<file path="src/rtl/spi_master_core.sv">
// SPI mode-0 master shift engine: one CS-framed full-duplex frame per accepted start strobe.
// Optional build macro SPI_LSB_FIRST_EN selects LSB-first bit order (default MSB-first).
module spi_master_core #(
    parameter int DATA_W   = 32,
    parameter int CLK_DIV  = 4,
    parameter int CS_SETUP = 2,
    parameter int CS_HOLD  = 2
) (
    input  logic              clk,
    input  logic              reset,
    input  logic              go_transfer,
    input  logic [DATA_W-1:0] data_write_to_spi,
    output logic [DATA_W-1:0] data_read_from_spi,
    output logic              data_pack_ready,
    output logic              busy,
    output logic              spi_sclk,
    output logic              spi_cs_n,
    output logic              spi_mosi,
    input  logic              spi_miso
);

    localparam int BIT_W   = $clog2(DATA_W + 1);
    localparam int DIV_W   = $clog2(CLK_DIV + 1);
    localparam int GAP_MAX = (CS_SETUP > CS_HOLD) ? CS_SETUP : CS_HOLD;
    localparam int GAP_W   = $clog2(GAP_MAX + 1);

    localparam logic [BIT_W-1:0] BIT_RELOAD   = BIT_W'(DATA_W - 1);
    localparam logic [DIV_W-1:0] DIV_RELOAD   = DIV_W'(CLK_DIV - 1);
    localparam logic [GAP_W-1:0] SETUP_RELOAD = GAP_W'(CS_SETUP - 1);
    localparam logic [GAP_W-1:0] HOLD_RELOAD  = GAP_W'(CS_HOLD - 1);

    typedef enum logic [1:0] {
        ST_IDLE  = 2'd0,
        ST_SETUP = 2'd1,
        ST_SHIFT = 2'd2,
        ST_HOLD  = 2'd3
    } state_t;

`ifdef SPI_LSB_FIRST_EN
    function automatic logic first_bit(input logic [DATA_W-1:0] w);
        return w[0];
    endfunction

    function automatic logic [DATA_W-1:0] tx_advance(input logic [DATA_W-1:0] w);
        return {1'b0, w[DATA_W-1:1]};
    endfunction

    // First sample ends up in bit 0 so a loopback frame returns the word unchanged.
    function automatic logic [DATA_W-1:0] rx_insert(input logic [DATA_W-1:0] w, input logic b);
        return {b, w[DATA_W-1:1]};
    endfunction
`else
    function automatic logic first_bit(input logic [DATA_W-1:0] w);
        return w[DATA_W-1];
    endfunction

    function automatic logic [DATA_W-1:0] tx_advance(input logic [DATA_W-1:0] w);
        return {w[DATA_W-2:0], 1'b0};
    endfunction

    function automatic logic [DATA_W-1:0] rx_insert(input logic [DATA_W-1:0] w, input logic b);
        return {w[DATA_W-2:0], b};
    endfunction
`endif

    state_t            state_r, next_state_s;
    logic [DATA_W-1:0] tx_shift_r, tx_shift_nxt_s, tx_adv_s;
    logic [DATA_W-1:0] rx_shift_r, rx_shift_nxt_s;
    logic [DATA_W-1:0] data_read_r, data_read_nxt_s;
    logic [BIT_W-1:0]  bit_cnt_r, bit_cnt_nxt_s;
    logic [DIV_W-1:0]  div_cnt_r, div_cnt_nxt_s;
    logic [GAP_W-1:0]  gap_cnt_r, gap_cnt_nxt_s;
    logic              phase_r, phase_nxt_s;
    logic              sclk_r, sclk_nxt_s;
    logic              cs_n_r, cs_n_nxt_s;
    logic              mosi_r, mosi_nxt_s;
    logic              dpr_r, dpr_nxt_s;
    logic              busy_r, busy_nxt_s;
    logic              div_zero_s, gap_zero_s, bit_zero_s, last_fall_s;

    assign tx_adv_s    = tx_advance(tx_shift_r);
    assign div_zero_s  = (div_cnt_r == '0);
    assign gap_zero_s  = (gap_cnt_r == '0);
    assign bit_zero_s  = (bit_cnt_r == '0);
    // phase_r high means SCLK is in its high half; its expiry ends the bit.
    assign last_fall_s = (state_r == ST_SHIFT) && div_zero_s && phase_r && bit_zero_s;

    // State register.
    always_ff @(posedge clk or posedge reset) begin
        if (reset) begin
            state_r <= ST_IDLE;
        end else begin
            state_r <= next_state_s;
        end
    end

    // Next-state decode.
    always_comb begin
        next_state_s = state_r;
        case (state_r)
            ST_IDLE:  if (go_transfer) next_state_s = ST_SETUP; else next_state_s = ST_IDLE;
            ST_SETUP: if (gap_zero_s)  next_state_s = ST_SHIFT; else next_state_s = ST_SETUP;
            ST_SHIFT: if (last_fall_s) next_state_s = ST_HOLD;  else next_state_s = ST_SHIFT;
            ST_HOLD:  if (gap_zero_s)  next_state_s = ST_IDLE;  else next_state_s = ST_HOLD;
            default:  next_state_s = ST_IDLE;
        endcase
    end

    // Next values for counters, shift registers and the registered outputs.
    always_comb begin
        tx_shift_nxt_s  = tx_shift_r;
        rx_shift_nxt_s  = rx_shift_r;
        data_read_nxt_s = data_read_r;
        bit_cnt_nxt_s   = bit_cnt_r;
        div_cnt_nxt_s   = div_cnt_r;
        gap_cnt_nxt_s   = gap_cnt_r;
        phase_nxt_s     = phase_r;
        sclk_nxt_s      = sclk_r;
        cs_n_nxt_s      = cs_n_r;
        mosi_nxt_s      = mosi_r;
        dpr_nxt_s       = dpr_r;
        busy_nxt_s      = (next_state_s != ST_IDLE);
        case (state_r)
            ST_IDLE: begin
                if (go_transfer) begin
                    tx_shift_nxt_s = data_write_to_spi;
                    rx_shift_nxt_s = '0;
                    mosi_nxt_s     = first_bit(data_write_to_spi);
                    cs_n_nxt_s     = 1'b0;
                    dpr_nxt_s      = 1'b1;
                    gap_cnt_nxt_s  = SETUP_RELOAD;
                end else begin
                    cs_n_nxt_s = 1'b1;
                end
            end
            ST_SETUP: begin
                if (gap_zero_s) begin
                    div_cnt_nxt_s = DIV_RELOAD;
                    bit_cnt_nxt_s = BIT_RELOAD;
                    phase_nxt_s   = 1'b0;
                end else begin
                    gap_cnt_nxt_s = gap_cnt_r - 1'b1;
                end
            end
            ST_SHIFT: begin
                if (!div_zero_s) begin
                    div_cnt_nxt_s = div_cnt_r - 1'b1;
                end else if (!phase_r) begin
                    sclk_nxt_s     = 1'b1;
                    rx_shift_nxt_s = rx_insert(rx_shift_r, spi_miso);
                    phase_nxt_s    = 1'b1;
                    div_cnt_nxt_s  = DIV_RELOAD;
                end else if (bit_zero_s) begin
                    sclk_nxt_s    = 1'b0;
                    gap_cnt_nxt_s = HOLD_RELOAD;
                end else begin
                    sclk_nxt_s     = 1'b0;
                    tx_shift_nxt_s = tx_adv_s;
                    mosi_nxt_s     = first_bit(tx_adv_s);
                    bit_cnt_nxt_s  = bit_cnt_r - 1'b1;
                    phase_nxt_s    = 1'b0;
                    div_cnt_nxt_s  = DIV_RELOAD;
                end
            end
            ST_HOLD: begin
                if (gap_zero_s) begin
                    cs_n_nxt_s      = 1'b1;
                    dpr_nxt_s       = 1'b0;
                    mosi_nxt_s      = 1'b0;
                    data_read_nxt_s = rx_shift_r;
                end else begin
                    gap_cnt_nxt_s = gap_cnt_r - 1'b1;
                end
            end
            default: begin
                sclk_nxt_s = 1'b0;
                cs_n_nxt_s = 1'b1;
                dpr_nxt_s  = 1'b0;
            end
        endcase
    end

    // Datapath and output registers.
    always_ff @(posedge clk or posedge reset) begin
        if (reset) begin
            tx_shift_r  <= '0;
            rx_shift_r  <= '0;
            data_read_r <= '0;
            bit_cnt_r   <= '0;
            div_cnt_r   <= '0;
            gap_cnt_r   <= '0;
            phase_r     <= 1'b0;
            sclk_r      <= 1'b0;
            cs_n_r      <= 1'b1;
            mosi_r      <= 1'b0;
            dpr_r       <= 1'b0;
            busy_r      <= 1'b0;
        end else begin
            tx_shift_r  <= tx_shift_nxt_s;
            rx_shift_r  <= rx_shift_nxt_s;
            data_read_r <= data_read_nxt_s;
            bit_cnt_r   <= bit_cnt_nxt_s;
            div_cnt_r   <= div_cnt_nxt_s;
            gap_cnt_r   <= gap_cnt_nxt_s;
            phase_r     <= phase_nxt_s;
            sclk_r      <= sclk_nxt_s;
            cs_n_r      <= cs_n_nxt_s;
            mosi_r      <= mosi_nxt_s;
            dpr_r       <= dpr_nxt_s;
            busy_r      <= busy_nxt_s;
        end
    end

    assign data_read_from_spi = data_read_r;
    assign data_pack_ready    = dpr_r;
    assign busy               = busy_r;
    assign spi_sclk           = sclk_r;
    assign spi_cs_n           = cs_n_r;
    assign spi_mosi           = mosi_r;

endmodule
</file>
<file path="config.mk">
export PLATFORM = sky130hd
export DESIGN_NAME = spi_master_core
export DESIGN_NICKNAME = d
export VERILOG_FILES = /design/src/rtl/spi_master_core.sv
export SDC_FILE = /design/constraint.sdc
export NUM_CORES = 1
export LEC_CHECK = 0
export CELL_PAD_IN_SITES_DETAIL_PLACEMENT = 0
export CELL_PAD_IN_SITES_GLOBAL_PLACEMENT = 2
export CORE_ASPECT_RATIO = 1.2
export CORE_MARGIN = 1.5
export CORE_UTILIZATION = 25
export DETAILED_ROUTE_END_ITERATION = 7
export GPL_TIMING_DRIVEN = 0
export HOLD_SLACK_MARGIN = 0.05
export PLACE_DENSITY_LB_ADDON = 0.1
export SLEW_MARGIN = 20
export SYNTH_ARGS = -nofsm -noshare
export SYNTH_HDL_FRONTEND = slang
export SYNTH_SLANG_ARGS = --single-unit
</file>
<file path="constraint.sdc">
create_clock -name clk -period 3.75 [get_ports clk]
set_clock_uncertainty 0.05 [all_clocks]
set_input_delay 0.75 -clock clk [delete_from_list [all_inputs] [get_ports clk]]
set_output_delay 0.75 -clock clk [all_outputs]
set_load 0.005 [all_outputs]
</file>
* Yosys cells after proc, flatten, opt, wreduce, memory -nomap -nowiden
Cells that the tools add are included.
** Cells by class
- Equal/unequal tests :: 13
- Add/sub/neg operators :: 3
- Reductions and logical operators :: 24
- Muxes and demuxes :: 46
** Operators by type and width (number)
- 2-to-1 mux 31 bit :: 4
- 2-to-1 mux 32 bit :: 3
- one-hot mux 32 bit (2 select lines) :: 1
- one-hot mux 31 bit (2 select lines) :: 1
- 2-to-1 mux 6 bit :: 4
- inequality test 2 bit, second input constant :: 9
- AND reduction 5 bit :: 3
- 2-to-1 mux 1 bit :: 14
- 2-to-1 mux 2 bit :: 7
- 2-to-1 mux 3 bit :: 4
- one-hot mux 6 bit (2 select lines) :: 1
- AND reduction 3 bit :: 3
- one-hot mux 2 bit (4 select lines) :: 1
- nonzero test 2 bit :: 4
- logical NOT 6 bit :: 1
- one-hot mux 1 bit (2 select lines) :: 3
- one-hot mux 2 bit (3 select lines) :: 1
- one-hot mux 3 bit (2 select lines) :: 1
- AND reduction 2 bit :: 3
- AND reduction 6 bit :: 1
- subtractor 6 x 1 -> 6 bit, second input constant :: 1
- equality test 2 bit, second input constant :: 2
- logical NOT 2 bit :: 2
- inequality test 4 bit, second input constant :: 1
- other kinds (9) :: 11
** Word-level totals
- Logic and storage cells :: 99
- Output and inout port bits :: 37
- Bits in registers :: 114
- Input bits :: 36

* Logic depth before layout (Yosys ltp)
Gate-level depths: netlist of run 1.
- Depth after elaboration :: 7
- Mapped depth :: 8
- Depth with buffers taken out :: 6

* Least setup slack after synthesis of run 1
OpenSTA, ideal clock, no wires.
- Kind :: reg2reg
- Start :: register state_r[0]
- End :: register rx_shift_r[10]
- Clock period less this slack :: 1.744 ns
- Setup time :: 0.121 ns
- Required time :: 3.579 ns
- Arrival :: 1.573 ns
- Buffers on the path :: 2
- Slack :: 2.006 ns
- Stages on the path, launching flop included :: 8
- Path through :: dfrtp_1 > inv_1 > ha_1 > buf_2 > nor2b_1 > o21ai_1 > buf_2 > a22o_1
** On the way
- Cells in the longest elaborated chain, start to end :: 3
- Elaborated cells between the ends (all ways) :: 8
- Classes of those cells :: eq/ne: 4; mux: 1; reduce/logical: 3
** RTL lines
- start: declaration :: line 66 : state_t state_r, next_state_s;
- start signal: assignment :: line 93 : state_r <= next_state_s;
- equality test 2 bit / logical NOT 2 bit (equally long branches) :: line 123 : case (state_r)
- inequality test 2 bit (no line) / nonzero test 2 bit (equally long branches)
- AND reduction 4 bit (no line)
- end signal: assignment :: line 200 : rx_shift_r <= rx_shift_nxt_s;
- end: declaration :: line 68 : logic [DATA_W-1:0] rx_shift_r, rx_shift_nxt_s;
Several ways; a longest one is shown, not always the timed one.
A chain may end at the register's enable or synchronous reset.

* Worst setup path in the final report of run 1
- Start :: register state_r[0]
- End :: register tx_shift_r[16]
** On the way
- Cells in the longest elaborated chain, start to end :: 3
- Elaborated cells between the ends (all ways) :: 9
- Classes of those cells :: eq/ne: 5; mux: 1; reduce/logical: 3
** RTL lines
- equality test 2 bit / logical NOT 2 bit (equally long branches) :: line 123
- inequality test 2 bit (no line) / nonzero test 2 bit (equally long branches)
- AND reduction 5 bit (no line)
- end signal: assignment :: line 199 : tx_shift_r <= tx_shift_nxt_s;
- end: declaration :: line 67 : logic [DATA_W-1:0] tx_shift_r, tx_shift_nxt_s, tx_adv_s;
Several ways; a longest one is shown, not always the timed one.

==> key figures, run 1 <==
Layout
  – Layout cells sized above 1: 18.2%
  – Area delta synth->final: 34.9%
  – Most frequent cells in the layout: dfrtp_1 (113), clkdlybuf4s50_1 (72), a22o_1 (34), mux2_2 (32)
  – Finished Layout Cells: 803
  – Nets: 569
  – Fin util: 34.2%
  – Most common cell after layout, fill and taps aside: dfrtp_1
  – Fillers: 2,095

Yosys
  – Sequential element share of the synthesized area: 56.0%
  – Seq cells post-synth: 114
  – Ys flop type: dfrtp_1
  – Async SR Flop Fraction: 100%
  – Syn Inst Count: 429
  – YS warnings: 0
  – Number of flops mapped to enable cells by yosys: 0
  – Count of cell types in the netlist: 54
  – Post-Syn Nets: 474
  – Syn_area_per_cell: 11.9 sq um
  – Synthesized area: 5100 sq um

Clock tree
  – Clk Latency, worst-skew pair: 410 ps
  – CTS Hold Buffers Added: 0
  – Count of cells resized by post-cts repair: 0
  – Total CTS buffers: 17
  – # clock sinks: 114
  – TritonCTS clock tree: done
  – Clock tree buffer depth: 2
  – Root Driver: clkbuf_16
  – H-tree levels: 4
  – Worst-path clk slew: 60 ps
  – Post-CTS setup buffer count: 0

GRT
  – Initial antenna violation count: 1
  – Largest net degree at the start of global routing: 33
  – GR Util All Layers: 13.8%
  – GR Overflow Total: 0
  – Vias in the first global route: 4,165
  – First-pass GRT wire length: 22,700 um

Floorplan
  – Die Wd: 133 um
  – Die Ht: 159 um
  – Core region area: 20,100 sq um
  – # IOs: 73
  – Starting density of the core: 25.4%
  – Site row count: 57
  – Die area: 21,300 sq um

Route
  – Wirelength, routed: 13,600 um
  – Post-detailed-route count of antenna-violating nets: 0
  – Via Count: 3,778
  – DRC viols: 0
  – Vias per cell: 4.70
  – Wire per inst: 16.9 um
  – DRT Pass-1 Iters: 4
  – DR iter-0 viols: 124

Place
  – HPWL after DPL: 9600 um
  – Dpl cells: 770
  – Port Buf Inserts: 72
  – Gp weighted congestion: 0.705

Worst setup path
  – Max incr delay on CP: 460 ps
  – Crit path capture type: flop
  – Critical Path AT: 2600 ps
  – CP Data Required Time: 4040 ps
  – CP max-delay cell: buf_1
  – Cell Chain, Critical Path: inv_1 -> ha_1 -> buf_2 -> buf_2 -> buf_1 -> o22ai_1 -> nor2_1
  – Critical path's most frequent cell: buf_2
  – Worst Setup Path Type: flop to flop
  – Startpoint types: flop
  – Highest net fanout along the worst path: 10

Timing
  – Final Critical Period: 2310 ps
  – Worst slew margin: 52.8%
  – Max-slew violation count: 0
  – Hold slack: 425 ps
  – Setup TNS: 0 ps
  – # setup viols final: 0
  – Final Cycle Share: 61.7%
  – Max frequency: 432 MHz
  – RSZ-0062 raised after global routing: false
  – Tightest Pin Transition: 707 ps
  – Fin. Hold Viols: 0

Run status
  – Status: complete, no violations

Worst hold path
  – Worst hold path type: flop to flop

Pwr
  – Leakage power: 3.00 nW
  – Power per Cell Area: 649 nW/um^2
  – Max VDD drop: 0.312 mV
  – Total Power: 0.00447 W

Job
  – Max-cap violation count: 0
## final timing paths
path	cells past startpoint	end	slack [ps]	start
max in group asynchronous	5	spi_cs_n	1860	reset
worst min register to register	1	spi_sclk	420	spi_sclk
worst max register to register	7	tx_shift_r[16]	1440	state_r[0]
worst min-delay path	1	spi_sclk	420	spi_sclk
worst max-delay path	7	tx_shift_r[16]	1440	state_r[0]
min in group asynchronous	2	data_read_from_spi[20]	750	reset
## metal layers
metal  routed length [um]  vias up  GRT usage (%)
li1                     -     1804              -
met1                 5990     1889           16.9
met2                 6820       70           23.1
met3                  580       15           3.60
met4                  210        0           5.63
met5                    0        -              0
## cells by family (layout without fill, tap and decap cells)
family,after synthesis,after routing,synth area share [%]
adders and majority gates,9,9,2.21
AOI/OAI and AO/OA,144,144,21.3
and+or+nand+nor,87,87,9.45
DFF,114,114,56.0
muxes,33,33,7.29
buffers and inverters,42,150,3.75
other,0,1,0
## registers in the layout, indices dropped and copies added, names as in the netlist
register / flops
data_pack_ready: 1
spi_cs_n: 1
spi_sclk: 1
rx_shift_r: 32
div_cnt_r: 3
busy: 1
tx_shift_r: 31
gap_cnt_r: 2
spi_mosi: 1
phase_r: 1
bit_cnt_r: 6
state_r: 2
data_read_from_spi: 32
## worst max-delay path, delay by kind of cell (launching register included)
| kind | cells | cell delay, ps |
|---|---|---|
| and+or+nand+nor | 1 | 120 |
| adders and majority gates | 1 | 380 |
| AOI/OAI and AO/OA | 1 | 130 |
| DFF | 1 | 400 |
| buffers and inverters | 4 | 1140 |
## cell usage after synthesis, drive strengths merged, types with 5 or more instances
| cell type | instances | share of area [%] |
|---|---|---|
| mux2 | 33 | 7.3 |
| nor2b | 22 | 2.7 |
| o21ai | 11 | 1.2 |
| dfrtp | 113 | 55 |
| a22o | 34 | 5.8 |
| buf | 25 | 2.5 |
| clkbuf | 5 | 0.37 |
| a31oi | 21 | 2.6 |
| ha | 9 | 2.2 |
| inv | 12 | 0.88 |
| nand2b | 6 | 0.74 |
| nor3 | 6 | 0.91 |
| nor2 | 22 | 1.6 |
| nand2 | 13 | 0.96 |
| o22a | 12 | 2.1 |
| o22ai | 12 | 1.5 |
| o2bb2ai | 19 | 3.3 |
| a21oi | 17 | 1.7 |
## final cells by class
cell class,count,area [sq um],share of cell area [%]
Tap cell,265,332,4.82
Timing Repair Buffer,76,816,11.9
Multi-Input combinational cell,273,2050,29.9
Buffer,30,146,2.13
Sequential cell,114,2850,41.5
Clock buffer,19,453,6.59
Clock inverter,13,171,2.49
Antenna cell,1,2.50,0.0364
Inverter,12,48.8,0.709
## through the flow
stage	area, sq um	setup WS, ps
final	6880	1440
after global routing	6880	1190
after CTS	6880	1360
after detailed placement	6250	1080
after global placement	6160	257
after floorplan	5100	1570
## where the power goes
group	total, W	internal, W	switching (W)
combinational	0.00114	0.000473	0.000671
sequential	0.00161	0.00146	0.000154
clock	0.00171	0.00109	0.000618
total	0.00447	0.00302	0.00144
Power figures use the tool's default switching activity.
==> run 2: changes to the inputs <==
==> constraint.sdc (replaced) <==
create_clock -name clk -period 2 [get_ports clk]
set_clock_uncertainty 0.05 [all_clocks]
set_input_delay 0.4 -clock clk [delete_from_list [all_inputs] [get_ports clk]]
set_output_delay 0.4 -clock clk [all_outputs]
set_load 0.005 [all_outputs]
==> key figures, run 2 (synthesized netlist as in run 1, its figures left out) <==
Timing
  – # setup viols final: 0
  – RSZ-0062 raised after global routing: true
  – Fin worst setup slack: 103 ps
  – Fin. Hold Viols: 0
  – Worst slew margin: 52.7%
  – Tightest Pin Transition: 708 ps
  – Max-slew violation count: 0
  – Final Critical Period: 1900 ps
  – Max frequency: 527 MHz
  – Final Cycle Share: 94.9%

Floorplan
  – Starting density of the core: 25.4%
  – Core region area: 20,100 sq um
  – Die Ht: 159 um
  – Site row count: 57
  – Die area: 21,300 sq um
  – # IOs: 73
  – Die Wd: 133 um

Route
  – Via Count: 3,790
  – Post-detailed-route count of antenna-violating nets: 0
  – DRT Pass-1 Iters: 4
  – DRC viols: 0
  – Wire per inst: 16.9 um
  – Vias per cell: 4.70
  – DR iter-0 viols: 159
  – Wirelength, routed: 13,600 um

Worst setup path
  – CP delay by family, top: flip-flops
  – Reg2reg end: rx_shift_r[18]
  – CP Data Required Time: 1550 ps
  – Critical path buffers and inverters: 1
  – Cell Chain, Critical Path: clkdlybuf4s50_1
  – Startpoint types: flop
  – CP max-delay cell: dfstp_2
  – Worst Setup Path Type: flop to primary output
  – Max incr delay on CP: 540 ps
  – Worst R2R Setup Slack: 110 ps
  – R2R depth: 8
  – R2R Path Start: div_cnt_r[0]
  – Critical Path AT: 1450 ps
  – Highest net fanout along the worst path: 3
  – Crit path capture type: primary output

Clock tree
  – # clock sinks: 114
  – H-tree levels: 4
  – Root Driver: clkbuf_16
  – TritonCTS clock tree: done
  – Clk Latency, worst-skew pair: 410 ps
  – Total CTS buffers: 17
  – Clock tree buffer depth: 2
  – Worst-path clk slew: 60 ps
  – CTS Hold Buffers Added: 0

Pwr
  – Clock power frac: 37.7%
  – Power per Cell Area: 1210 nW/um^2
  – Max VDD drop: 0.584 mV
  – Seq pwr share: 35.7%
  – Int Pwr: 0.00575 W
  – Combinational share of power: 26.6%
  – Switching part of the total power: 32.2%
  – Total Power: 0.00848 W
  – Leakage power: 3.06 nW
  – Net Sw Power: 0.00273 W

Worst hold path
  – Worst hold path type: input port to asynchronous set/reset pin

Layout
  – Finished Layout Cells: 806
  – Nets: 572
  – Layout cells sized above 1: 21.3%
  – Most common cell after layout, fill and taps aside: dfrtp_1
  – Fillers: 2,081
  – Post-route cell area: 6990 sq um
  – Most frequent cells in the layout: dfrtp_1 (113), clkdlybuf4s50_1 (72), a22o_1 (34), mux2_2 (32), nor2_1 (22)
  – Area delta synth->final: 37.1%
  – Fin util: 34.8%

GRT
  – GR Util All Layers: 13.8%
  – First-pass GRT wire length: 22,700 um
  – Initial antenna violation count: 1
  – Vias in the first global route: 4,159
  – Largest net degree at the start of global routing: 33
  – GR Overflow Total: 0

Place
  – Port Buf Inserts: 72
  – Dpl cell area: 6250 sq um
  – Dpl cells: 770
  – Dpl ws: -374 ps
  – HPWL after DPL: 9600 um
  – Gp weighted congestion: 0.705

Run status
  – Status: complete, no violations

Job
  – Max-cap violation count: 0
run 2: cell type report:
cell class	instances	area [sq um]	area share, %
plain buffers	30	184	2.63
clock buffers	19	453	6.48
repair buffers	79	838	12.0
diodes	1	2.50	0.0358
flip-flops and latches	114	2850	40.8
clock inverters	13	171	2.45
inverters	12	48.8	0.698
well taps	265	332	4.74
multi-input cells	273	2110	30.1
run 2: power groups by stage:
stage | Combinational [W] | Clock, W | Sequential [W]
after floorplan | 0.00150 | 0 | 0.00297
after global placement | 0.00213 | 0 | 0.00306
after detailed placement | 0.00217 | 0 | 0.00306
after CTS | 0.00225 | 0.00330 | 0.00303
after global routing | 0.00252 | 0.00339 | 0.00308
final | 0.00226 | 0.00320 | 0.00303
run 2: how the worst max path moves through the flow:
stage	startpoint	endpoint	slack, ps	cells past startpoint
6_report	spi_cs_n	spi_cs_n	100	1
5_1_grt	div_cnt_r[0]	rx_shift_r[16]	-40	8
4_1_cts	state_r[0]	tx_shift_r[0]	10	8
3_5_place_dp	state_r[0]	tx_shift_r[16]	-370	7
3_3_place_gp	reset	data_read_from_spi[2]	-1140	2
2_1_floorplan	reset	bit_cnt_r[0]	170	1
run 2: layer usage:
layer / part of all wire, % / vias up / global-route usage, %
met5: 0 / - / 0
met4: 1.2 / 0 / 5.63
met3: 4.0 / 8 / 3.60
met2: 51 / 64 / 23.1
met1: 44 / 1910 / 16.9
li1: - / 1808 / -
run 2: metrics by stage:
| step | setup TNS, ps | hold slack [ps] |
|---|---|---|
| 2_1_floorplan | 0 | 402 |
| 3_3_place_gp | -149130 | 420 |
| 3_5_place_dp | -20660 | 419 |
| 4_1_cts | 0 | 426 |
| 5_1_grt | -576 | 450 |
| 6_report | 0 | 405 |
run 2: repair_timing:
item                                    CTS  global route
setup buffers                             0             3
endpoints found under the setup margin   75            69
pin swaps                                 0             2
gates resized for setup                  16            17
